--- config.mk ---
export PLATFORM = sky130hd
export DESIGN_NAME = snail_pattern_gen
export DESIGN_NICKNAME = d
export VERILOG_FILES = /design/src/rtl/snail_pattern_gen.sv
export SDC_FILE = /design/constraint.sdc
export NUM_CORES = 1
export LEC_CHECK = 0
export CORE_ASPECT_RATIO = 0.5
export CORE_MARGIN = 2
export CORE_UTILIZATION = 45
export CTS_BUF_LIST = sky130_fd_sc_hd__clkbuf_2
export DETAILED_ROUTE_END_ITERATION = 8
export PLACE_DENSITY = 0.63
export SYNTH_ARGS = -nofsm -noshare
export SYNTH_HDL_FRONTEND = slang
export SYNTH_SLANG_ARGS = --single-unit
--- constraint.sdc ---
create_clock -name clk -period 3.8 [get_ports clk]
set_input_delay 0.57 -clock clk [delete_from_list [all_inputs] [get_ports clk]]
set_output_delay 0.57 -clock clk [all_outputs]
set_load 0.05 [all_outputs]
--- src/rtl/snail_pattern_gen.sv ---
// rtl/snail_pattern_gen.sv - serial pattern transmitter, MSB-first with repeats and idle gaps
module snail_pattern_gen #(
  parameter int WIDTH = 8,
  parameter int CNTW  = 16,
  localparam int NW   = $clog2(WIDTH + 1)
) (
  input  logic             clk,
  input  logic             _rst,
  input  logic             start,
  input  logic [WIDTH-1:0] pattern,
  input  logic [NW-1:0]    nbits,
  input  logic [7:0]       reps,
  input  logic [3:0]       gap,
  output logic             D,
  output logic             bit_valid,
  output logic             busy,
  output logic             ready,
  output logic             done,
  output logic [CNTW-1:0]  sent_cnt
);

  typedef enum logic [1:0] {
    IDLE = 2'd0,
    SEND = 2'd1,
    GAP  = 2'd2
  } state_t;

  localparam logic [NW-1:0] WIDTH_N = NW'(WIDTH);

  state_t           state_q;
  logic [WIDTH-1:0] aligned_q;   // pattern shifted so bit N-1 sits at the MSB
  logic [WIDTH-1:0] shift_q;     // remaining bits of the current repetition, MSB next
  logic [NW-1:0]    n_q;         // effective pattern length
  logic [NW-1:0]    bits_left_q; // bits still to send after the one on D
  logic [7:0]       rep_q;       // repetitions remaining, including the current one
  logic [3:0]       gap_q;       // latched idle gap length
  logic [3:0]       gap_cnt_q;   // gap cycles remaining after the current one
  logic             d_q;
  logic             bit_valid_q;
  logic             busy_q;
  logic             done_q;
  logic [CNTW-1:0]  sent_cnt_q;

  logic [NW-1:0]    n_d;
  logic [7:0]       rep_d;
  logic [WIDTH-1:0] aligned_d;
  logic [CNTW-1:0]  sent_cnt_d;

  // Effective config from the request inputs and the saturating repetition count
  always_comb begin
    n_d        = nbits;
    rep_d      = reps;
    aligned_d  = '0;
    sent_cnt_d = sent_cnt_q;
    if (nbits == '0 || nbits > WIDTH_N) begin
      n_d = WIDTH_N;
    end
    if (reps == 8'd0) begin
      rep_d = 8'd1;
    end
    // Left-align so the unused upper bits fall off the top of the shifter
    aligned_d = pattern << (WIDTH_N - n_d);
    if (sent_cnt_q != '1) begin
      sent_cnt_d = sent_cnt_q + CNTW'(1);
    end
  end

  // Transmit FSM with all outputs registered
  always_ff @(posedge clk) begin
    if (_rst) begin
      state_q     <= IDLE;
      aligned_q   <= '0;
      shift_q     <= '0;
      n_q         <= '0;
      bits_left_q <= '0;
      rep_q       <= '0;
      gap_q       <= '0;
      gap_cnt_q   <= '0;
      d_q         <= 1'b0;
      bit_valid_q <= 1'b0;
      busy_q      <= 1'b0;
      done_q      <= 1'b0;
      sent_cnt_q  <= '0;
    end else begin
      done_q <= 1'b0;
      case (state_q)
        IDLE: begin
          if (start) begin
            aligned_q   <= aligned_d;
            n_q         <= n_d;
            rep_q       <= rep_d;
            gap_q       <= gap;
            d_q         <= aligned_d[WIDTH-1];
            shift_q     <= aligned_d << 1;
            bits_left_q <= n_d - NW'(1);
            bit_valid_q <= 1'b1;
            busy_q      <= 1'b1;
            state_q     <= SEND;
          end
        end

        SEND: begin
          if (bits_left_q != '0) begin
            d_q         <= shift_q[WIDTH-1];
            shift_q     <= shift_q << 1;
            bits_left_q <= bits_left_q - NW'(1);
          end else begin
            // Edge ending bit 0 of a repetition
            sent_cnt_q <= sent_cnt_d;
            rep_q      <= rep_q - 8'd1;
            if (rep_q != 8'd1) begin
              if (gap_q != 4'd0) begin
                d_q         <= 1'b0;
                bit_valid_q <= 1'b0;
                gap_cnt_q   <= gap_q - 4'd1;
                state_q     <= GAP;
              end else begin
                d_q         <= aligned_q[WIDTH-1];
                shift_q     <= aligned_q << 1;
                bits_left_q <= n_q - NW'(1);
              end
            end else begin
              d_q         <= 1'b0;
              bit_valid_q <= 1'b0;
              busy_q      <= 1'b0;
              done_q      <= 1'b1;
              state_q     <= IDLE;
            end
          end
        end

        GAP: begin
          if (gap_cnt_q == 4'd0) begin
            d_q         <= aligned_q[WIDTH-1];
            shift_q     <= aligned_q << 1;
            bits_left_q <= n_q - NW'(1);
            bit_valid_q <= 1'b1;
            state_q     <= SEND;
          end else begin
            gap_cnt_q <= gap_cnt_q - 4'd1;
          end
        end

        default: begin
          d_q         <= 1'b0;
          bit_valid_q <= 1'b0;
          busy_q      <= 1'b0;
          state_q     <= IDLE;
        end
      endcase
    end
  end

  assign D         = d_q;
  assign bit_valid = bit_valid_q;
  assign busy      = busy_q;
  assign ready     = ~busy_q;
  assign done      = done_q;
  assign sent_cnt  = sent_cnt_q;

endmodule

==> impl_metrics.py <==
metrics = {
    "finish": {
        "drive_above_1_share": 0.0744,
        "fillers": 727,
        "fin_cells": 592,
        "regArea_mm2": 0.00122,
        "multiInputGateArea_mm2": 0.00221,
        "nets": 519,
        "design_area_mm2": 0.00422,
        "fin_util": 0.559,
        "area_delta_synth_final_pct": 17.3,
        "diodes": 0,
    },
    "routing": {
        "routed_wl_um": 9470,
        "postRouteAntennaNets": 0,
        "drc": 0,
        "post_drt_wl_per_cell_um": 16.0,
        "via_per_inst": 5.76,
        "vias": 3411,
        "first_iter_violations": 229,
        "first_pass_iters": 5,
    },
    "place": {
        "place_inst": 577,
        "gp_congestion": 0.862,
        "place_area_mm2": 0.00415,
        "dpl.hpwl_um": 6610,
        "numPortBuffers": 47,
    },
    "global_route": {
        "grt_pass1_wl_um": 15800,
        "overflow": 0,
        "grt_usage": 0.232,
        "first_global_vias": 3298,
        "grt_antenna_before_repair": 0,
        "grt_max_degree": 40,
    },
    "synthesis": {
        "ys_types": 69,
        "synth_seq_cells": 61,
        "synth-main-ff-cell": "dfxtp_1",
        "synthArstFlopShare": 0,
        "synthCells": 437,
        "avgSynthCellArea_um2": 8.23,
        "syn_area_mm2": 0.00359,
        "synth-edff-count": 0,
        "synth_largest_area_cell": "dfxtp_1",
        "synth_seq_area_share": 0.340,
        "yosys.area.top_type_share": 0.340,
        "synth_area_leaders": "dfxtp_1 (34%), nand2_1 (4.6%), a21oi_1 (4.5%)",
        "syn_nets": 476,
        "ys_warn_count": 0,
    },
    "sta": {
        "final_period_minus_worst_setup_slack_ns": 2.74,
        "worst_slew_pin_slew_ns": 0.774,
        "setup_violations": 0,
        "fmax_mhz": 365,
        "maxSlewHeadroom": 0.484,
        "finalSetupTns_ns": 0,
        "fin_skew_ns": 0.0306,
        "finalCritPeriodShare": 0.721,
        "rsz0062_at_grt": "false",
        "finalHoldViolations": 0,
        "slew_viol_final": 0,
    },
    "worst_hold_path": {
        "min_from": "aligned_q[1]",
        "whs_endpoint": "aligned_q[1]",
        "holdCritPathClass": "flop to flop",
        "hold-path-cell-count": 2,
    },
    "worst_setup_path": {
        "crit_buf_inv": 2,
        "crit_arrival_ns": 3.14,
        "cp_max_fo": 10,
        "start_kind": "input pin",
        "crit_path_end_kind": "flop",
        "r2r-start": "state_q[0]",
        "cp.required_ns": 4.20,
        "max_stage_delay_ns": 0.56,
        "r2r_slack_ns": 1.26,
        "rr_worst_depth": 7,
        "cpMaxStageDelayCell": "clkdlybuf4s50_1",
        "path_class": "input pin to flop",
        "critPathTopFamily": "compound AO/OA/AOI/OAI gates",
        "timing.rr.end": "shift_q[7]",
        "crit_chain": "clkdlybuf4s50_1 -> nor2b_1 -> inv_1 -> ha_1 -> mux2i_1 -> mux2_2 -> a32oi_1 -> a211oi_1 -> o41ai_1",
    },
    "job": {
        "max-cap-violations": 0,
    },
    "die": {
        "dieArea_mm2": 0.00876,
        "ios": 48,
        "die_y_um": 67.2,
        "num_rows": 22,
        "coreArea_mm2": 0.00754,
        "die_w_um": 130,
        "initial_core_util": 0.477,
    },
    "clock_network": {
        "cts_tree": "yes",
        "numCtsBuffers": 9,
        "clk_path_buf_depth": 2,
        "postCtsSetupBuffers": 0,
        "cts_htree_levels": 3,
        "hold_buffers": 0,
        "clock_latency_ns": 0.52,
        "clkSlewWorstSetupHoldPaths_ns": 0.16,
        "ctsResizeCount": 0,
        "clock-root-buffer": "clkbuf_2",
        "cts.sinks": 61,
    },
    "power_and_ir_drop": {
        "vdd_drop_max_mv": 0.239,
        "power.total_mw": 2.56,
        "p_per_area_mw_per_mm2": 606,
        "leakage_nw": 1.50,
    },
    "run_status": {
        "outcome": "completed",
    },
}
-- sequential cells by signal, indices dropped and copies added (netlist names), 2 cells and up --
signal,cells
shift_q,7
gap_cnt_q,4
gap_q,4
n_q,4
aligned_q,8
state_q,2
sent_cnt,16
bits_left_q,4
rep_q,8
-- worst reg2reg max path: stages, from the launching register on --
cell      delay, ns
dfxtp_1        0.44
inv_1          0.09
ha_1           0.41
o41ai_4        0.13
o21ai_2        0.16
a211oi_2       0.58
nand2b_1       0.35
o31ai_1        0.30
-- placed cells by master (no fill, tap or decap), drive strengths merged, types with 3 or more instances in the layout --
cell type	n
nand2b	6
nand3b	7
inv	20
nand2	44
mux2	3
nor4	7
nor2b	3
or3	8
a21oi	33
a22oi	4
mux2i	12
buf	6
ha	12
a211o	3
dfxtp	61
clkbuf	10
and3	5
clkinv	5
nor3	26
o31ai	10
clkdlybuf4s50	46
nor2	39
or3b	3
a31oi	4
a221oi	5
xor2	8
and2	4
o21ai	18
nand3	15
xnor2	9
a211oi	11
-- cells in the mapped netlist (3+ instances only) --
library cell / instances
dfxtp_1: 61
nand2_1: 44
nor2_1: 39
a21oi_1: 32
nor3_1: 26
inv_1: 20
o21ai_0: 16
nand3_1: 15
clkbuf_1: 13
ha_1: 12
mux2i_1: 12
a211oi_1: 10
o31ai_1: 10
or3_1: 8
xnor2_1: 8
xor2_1: 8
buf_2: 7
nand3b_1: 7
nand2b_1: 6
a221oi_1: 5
and3_1: 5
nor4_1: 5
a22oi_1: 4
a31oi_1: 4
and2_1: 4
mux2_2: 3
nor2b_1: 3
-- per-stage QoR --
step | hold slack [ns] | setup slack (ns)
2_1_floorplan | 0.436 | 1.30
3_3_place_gp | 0.450 | 0.711
3_5_place_dp | 0.451 | 0.577
4_1_cts | 0.473 | 1.14
5_1_grt | 0.497 | 0.920
6_report | 0.470 | 1.06
-- worst max-delay path by stage --
stage	slack [ns]	to	from	cells after the start
floorplan	1.30	shift_q[7]	nbits[0]	9
global placement	0.71	shift_q[7]	nbits[0]	8
detailed placement	0.58	D	nbits[0]	9
CTS	1.14	D	nbits[0]	9
global route	0.92	D	nbits[0]	9
finish	1.06	D	nbits[0]	9
-- per-layer routing --
layer / global-route usage / routed length, um / up-vias
met3: 0.0571 / 491 / 8
met5: 0 / 0 / -
met1: 0.300 / 4790 / 1616
li1: - / - / 1691
met2: 0.387 / 4110 / 96
met4: 0.0785 / 81 / 0
-- cells by family (layout without fill, tap and decap cells) --
family / Yosys count / after routing / share of synthesized area
xor gates and xnor gates: 17 / 17 / 0.0435
AOI/OAI and AO/OA: 113 / 113 / 0.219
adders and majority gates: 12 / 12 / 0.0418
DFF: 61 / 61 / 0.340
muxes: 17 / 17 / 0.0553
and+or+nand+nor: 177 / 177 / 0.257
buffers and inverters: 40 / 87 / 0.0442
-- cell type report --
| type | instances | area share |
|---|---|---|
| multi-input combinational | 336 | 0.525 |
| clock inverter | 5 | 0.00445 |
| sequential | 61 | 0.290 |
| clock buffer | 10 | 0.0119 |
| timing repair buffer | 52 | 0.119 |
| tap | 108 | 0.0320 |
| inverter | 20 | 0.0178 |
-- power by group --
group,leakage [nW],switching (mW),internal (mW)
registers,0.498,0.158,0.789
clock network,0.0494,0.235,0.0749
logic,0.951,0.798,0.503
total,1.50,1.19,1.37
Power figures use the tool's default switching activity.
